`config.mk`:
```
export PLATFORM = sky130hd
export DESIGN_NAME = fetch_prefetch_unit
export DESIGN_NICKNAME = d
export VERILOG_FILES = /design/src/rtl/fetch_prefetch_unit.sv
export SDC_FILE = /design/constraint.sdc
export NUM_CORES = 1
export LEC_CHECK = 0
export CAP_MARGIN = 20
export CORE_AREA = 8 8 170 172
export CTS_CLUSTER_DIAMETER = 150
export DETAILED_ROUTE_END_ITERATION = 12
export DIE_AREA = 0 0 178 180
export GPL_ROUTABILITY_DRIVEN = 1
export PLACE_DENSITY = 0.88
export SYNTH_ARGS = -nofsm -noshare
export SYNTH_HDL_FRONTEND = slang
export SYNTH_SLANG_ARGS = --single-unit
```
`constraint.sdc`:
```
create_clock -name clk -period 6.7 [get_ports clk]
set_input_delay 1.34 -clock clk [delete_from_list [all_inputs] [get_ports clk]]
set_output_delay 1.34 -clock clk [all_outputs]
set_load 0.02 [all_outputs]
```
`src/rtl/fetch_prefetch_unit.sv`:
```
// rtl/fetch_prefetch_unit.sv - instruction fetch request FSM with a small FIFO prefetch queue toward decode
module fetch_prefetch_unit #(
  parameter int              XLEN     = 32,
  parameter int              DEPTH    = 4,
  parameter logic [XLEN-1:0] RESET_PC = '0
) (
  input  logic                       clk,
  input  logic                       rst,
  input  logic                       redirect_valid,
  input  logic [XLEN-1:0]            redirect_pc,
  output logic                       imem_req_valid,
  output logic [XLEN-1:0]            imem_req_addr,
  input  logic                       imem_req_ready,
  input  logic                       imem_rsp_valid,
  input  logic [31:0]                imem_rsp_data,
  output logic                       out_valid,
  input  logic                       out_ready,
  output logic [XLEN-1:0]            out_pc,
  output logic [XLEN-1:0]            out_pc_plus_four,
  output logic [31:0]                out_instr,
  output logic [$clog2(DEPTH+1)-1:0] occupancy
);

  localparam int PTR_W = $clog2(DEPTH);
  localparam int CNT_W = $clog2(DEPTH+1);
  localparam logic [CNT_W-1:0] FULL = CNT_W'(DEPTH);

  typedef enum logic [1:0] {S_IDLE, S_WAIT, S_DROP} state_t;

  state_t            state, state_nx;
  logic [XLEN-1:0]   fetch_pc, req_pc;
  logic [XLEN-1:0]   pc_mem    [DEPTH];
  logic [31:0]       instr_mem [DEPTH];
  logic [PTR_W-1:0]  head, tail;
  logic [CNT_W-1:0]  count;
  logic              has_data, accept, push, pop;

  // Issue only with a free slot, so the single outstanding response always fits.
  assign has_data       = (count != '0);
  assign imem_req_valid = rst && (state == S_IDLE) && (count < FULL) && !redirect_valid;
  assign imem_req_addr  = fetch_pc;
  assign accept         = imem_req_valid && imem_req_ready;
  assign push           = (state == S_WAIT) && imem_rsp_valid && !redirect_valid;
  assign out_valid      = has_data && !redirect_valid;
  assign pop            = out_valid && out_ready;
  assign occupancy      = count;

  assign out_pc           = has_data ? pc_mem[head] : '0;
  assign out_pc_plus_four = has_data ? pc_mem[head] + XLEN'(4) : '0;
  assign out_instr        = has_data ? instr_mem[head] : '0;

  always_comb begin
    state_nx = state;
    case (state)
      S_IDLE: if (accept) state_nx = S_WAIT;
      // A response coinciding with a redirect retires the request without pushing.
      S_WAIT: begin
        if (imem_rsp_valid)      state_nx = S_IDLE;
        else if (redirect_valid) state_nx = S_DROP;
      end
      S_DROP: if (imem_rsp_valid) state_nx = S_IDLE;
      default: state_nx = S_IDLE;
    endcase
  end

  always_ff @(posedge clk or negedge rst) begin
    if (!rst) begin
      state    <= S_IDLE;
      fetch_pc <= RESET_PC;
      req_pc   <= '0;
      head     <= '0;
      tail     <= '0;
      count    <= '0;
    end else begin
      state <= state_nx;
      if (accept) req_pc <= fetch_pc;
      if (redirect_valid) begin
        fetch_pc <= redirect_pc;
        head     <= '0;
        tail     <= '0;
        count    <= '0;
      end else begin
        if (accept) fetch_pc <= fetch_pc + XLEN'(4);
        if (push)   tail     <= tail + PTR_W'(1);
        if (pop)    head     <= head + PTR_W'(1);
        case ({push, pop})
          2'b10:   count <= count + CNT_W'(1);
          2'b01:   count <= count - CNT_W'(1);
          default: count <= count;
        endcase
      end
    end
  end

  always_ff @(posedge clk) begin
    if (push) begin
      pc_mem[tail]    <= req_pc;
      instr_mem[tail] <= imem_rsp_data;
    end
  end

endmodule

```
==> flow_summary.json <==
{
  "slowest_delay_ns": 0.84,
  "htreeDepth": 1,
  "cts_setup_buffers": 0,
  "hold_depth": 2,
  "port_buffers": 202,
  "clk_latency_ns": 0.55,
  "grt_pass1_vias": 8848,
  "critical_path.cell_chain": "mux4_2 > and3_2 > nand3_2 > or3_1 > a21oi_1 > clkdlybuf4s50_1",
  "root_buffer": "clkbuf_16",
  "fin_crit_ns": 5.03,
  "vias": 8743,
  "diodes": 0,
  "synthTopCellsByCount": "edfxtp_1, nand2_1, dfrtp_1, and2_1, mux4_2",
  "num_rows": 60,
  "async_reset_ff_frac": 0.222,
  "critPathKind": "reg -> out",
  "ys_ff_latch": 329,
  "critPathMaxFanout": 31,
  "max_freq_ghz": 0.199,
  "yosys_warnings": 0,
  "power.density_mw_per_mm2": 302,
  "syn_nets": 1027,
  "die_h_um": 180,
  "grtUsageTotal": 0.199,
  "initial_core_util": 0.535,
  "chipWidth_um": 178,
  "syn_inst": 950,
  "ant_nets": 0,
  "power_mw": 5.25,
  "min-delay-start": "imem_req_addr[1]",
  "grt_pass1_wl_mm": 50.5,
  "synth_most_common_cell": "edfxtp_1",
  "crit_path_end_kind": "primary output",
  "netlist_area_mm2": 0.0141,
  "cts_made_buffers": 31,
  "cp_slowest_cell": "dfrtp_2",
  "peakVddDrop_mv": 0.150,
  "critPathLaunchType": "flop",
  "cp_data_required_time_ns": 5.36,
  "synth_edf_count": 256,
  "setup_tns_ns": 0,
  "status": "completed",
  "synth_seq_area_share": 0.675,
  "synth_top_area_frac": 0.545,
  "cp.arrival_ns": 3.69,
  "dr.pass1.iters": 5,
  "synthFlopType": "edfxtp_1",
  "worstMarginPinSlew_ns": 1.14,
  "cellLeakagePower_nw": 5.93,
  "cap_violations": 0,
  "r2r_start": "occupancy[2]",
  "antenna_found_initial": 0,
  "nNetsFinal": 1214,
  "cp_top_family": "simple AND/OR/NAND/NOR gates",
  "setup_viol": 0,
  "maxSlewViolCount": 0,
  "synth_cell_types": 55,
  "grt_setup_unrepaired": "false",
  "drc": 0,
  "overflow": 0,
  "cts_max_path_buffers": 3,
  "hold_buffers": 0,
  "worstPathBufferInverterCount": 1,
  "avgSynthCellArea_um2": 14.8,
  "cts_resized": 0,
  "drive_gt1_frac": 0.135,
  "gp_congestion": 0.838,
  "reg2reg_depth": 6,
  "synth_area_leaders": "edfxtp_1, dfrtp_1, mux4_2, nand2_1, and2_1",
  "cts_tree": "yes",
  "finalCritPeriodShare": 0.751,
  "whs_endpoint": "req_pc[1]",
  "wirelength_mm": 32.2,
  "core-area_mm2": 0.0264,
  "dieArea_mm2": 0.0320,
  "reg2reg_to": "occupancy[1]",
  "wl_per_cell_um": 21.5,
  "finalHoldViolations": 0,
  "via_per_inst": 5.82,
  "skew_ns": 0.0218,
  "yosys.area.top_type": "edfxtp_1",
  "hp-class": "reg -> reg",
  "r2r_slack_ns": 3.74,
  "ioPinCount": 203,
  "area_delta_synth_final_pct": 23.2,
  "relSlewSlack": 0.236,
  "path_clk_slew_ns": 0.07,
  "cts_sinks": 329,
  "grt_max_degree": 77,
  "dp.final_hpwl_mm": 20.4,
  "dr.first_iter.drc_count": 890
}
## routing by layer
| metal | part of all wire | GRT usage |
|---|---|---|
| met1 | 0.41 | 0.269 |
| met2 | 0.49 | 0.324 |
| met3 | 0.071 | 0.0373 |
| met4 | 0.022 | 0.0580 |
| met5 | 0 | 0 |
## flip-flops by register name (all words and copies together) (netlist names)
signal,cells
instr_mem,128
tail,2
occupancy,3
imem_req_addr,32
req_pc,32
pc_mem,128
head,2
state,2
## power breakdown
group / internal (mW) / switching, mW / leakage [nW]
Combinational: 0.467 / 0.524 / 2.20
Clock: 0.987 / 0.742 / 0.499
Sequential: 2.36 / 0.176 / 3.23
## worst max path at each step
stage | depth (start not counted) | slack, ns | to | start
after floorplan | 3 | 3.04 | instr_mem[0][0] | redirect_valid
after global placement | 7 | 2.23 | out_pc_plus_four[31] | head[0]
after CTS | 7 | 1.63 | out_pc_plus_four[31] | head[0]
after detailed placement | 7 | 2.21 | out_pc_plus_four[31] | head[0]
final | 6 | 1.67 | out_pc_plus_four[18] | head[1]
after global routing | 7 | 1.46 | out_pc_plus_four[31] | head[0]
## cell usage in the layout, fill, tap and decap left out, types with 4 or more instances in the layout
cell	Yosys	layout
clkbuf_16	0	32
or3_1	5	4
mux4_2	63	63
ha_1	6	6
nor3_1	13	12
clkdlybuf4s50_1	0	200
a21oi_1	13	13
nor3_2	10	11
edfxtp_1	256	256
o311ai_0	9	9
clkinv_2	0	7
xnor2_1	24	24
buf_4	5	7
a221o_1	9	9
nand3_1	24	23
nor2_1	51	51
a31oi_1	4	4
and2_1	68	64
xor2_1	6	6
and3_1	8	8
o21ai_0	31	31
and2_4	0	4
nor4_2	7	7
nor4_1	4	4
nand4_1	5	5
nand2_1	154	154
dfrtp_1	73	71
inv_1	12	12
## through the flow
step                setup WS (ns)  cells  instance area, um^2  hold slack, ns   util
floorplan                    3.04    950                14100           0.476      -
global placement             2.23   1445                16400           0.486  0.621
detailed placement           2.21   1445                16400           0.496  0.621
CTS                          1.63   1502                17400           0.518  0.659
global route                 1.46   1502                17400           0.544  0.659
finish                       1.67   1502                17400           0.505  0.659
## logic make-up after synthesis
kind of cell,after synthesis,synth area share
buf+inv,66,0.0219
compound gates,83,0.0396
simple gates,368,0.134
mux,67,0.105
xor+xnor,30,0.0186
fa+ha+maj,7,0.00674
flops,329,0.675
## tightest hold or removal path, cell delays in order, from the launching register on
cell and delay, ns:
dfrtp_1 0.37, nand2_1 0.06, nand2_1 0.05
## area by class of cell
cell class / instances / area (um^2)
sequential: 329 / 9520
fill: 1795 / 8980
multi-input combinational: 555 / 4300
timing repair buffer: 208 / 2060
clock buffer: 38 / 853
tap: 341 / 427
clock inverter: 19 / 166
inverter: 12 / 45.0
No activity file was read; power rests on OpenSTA's default activity.
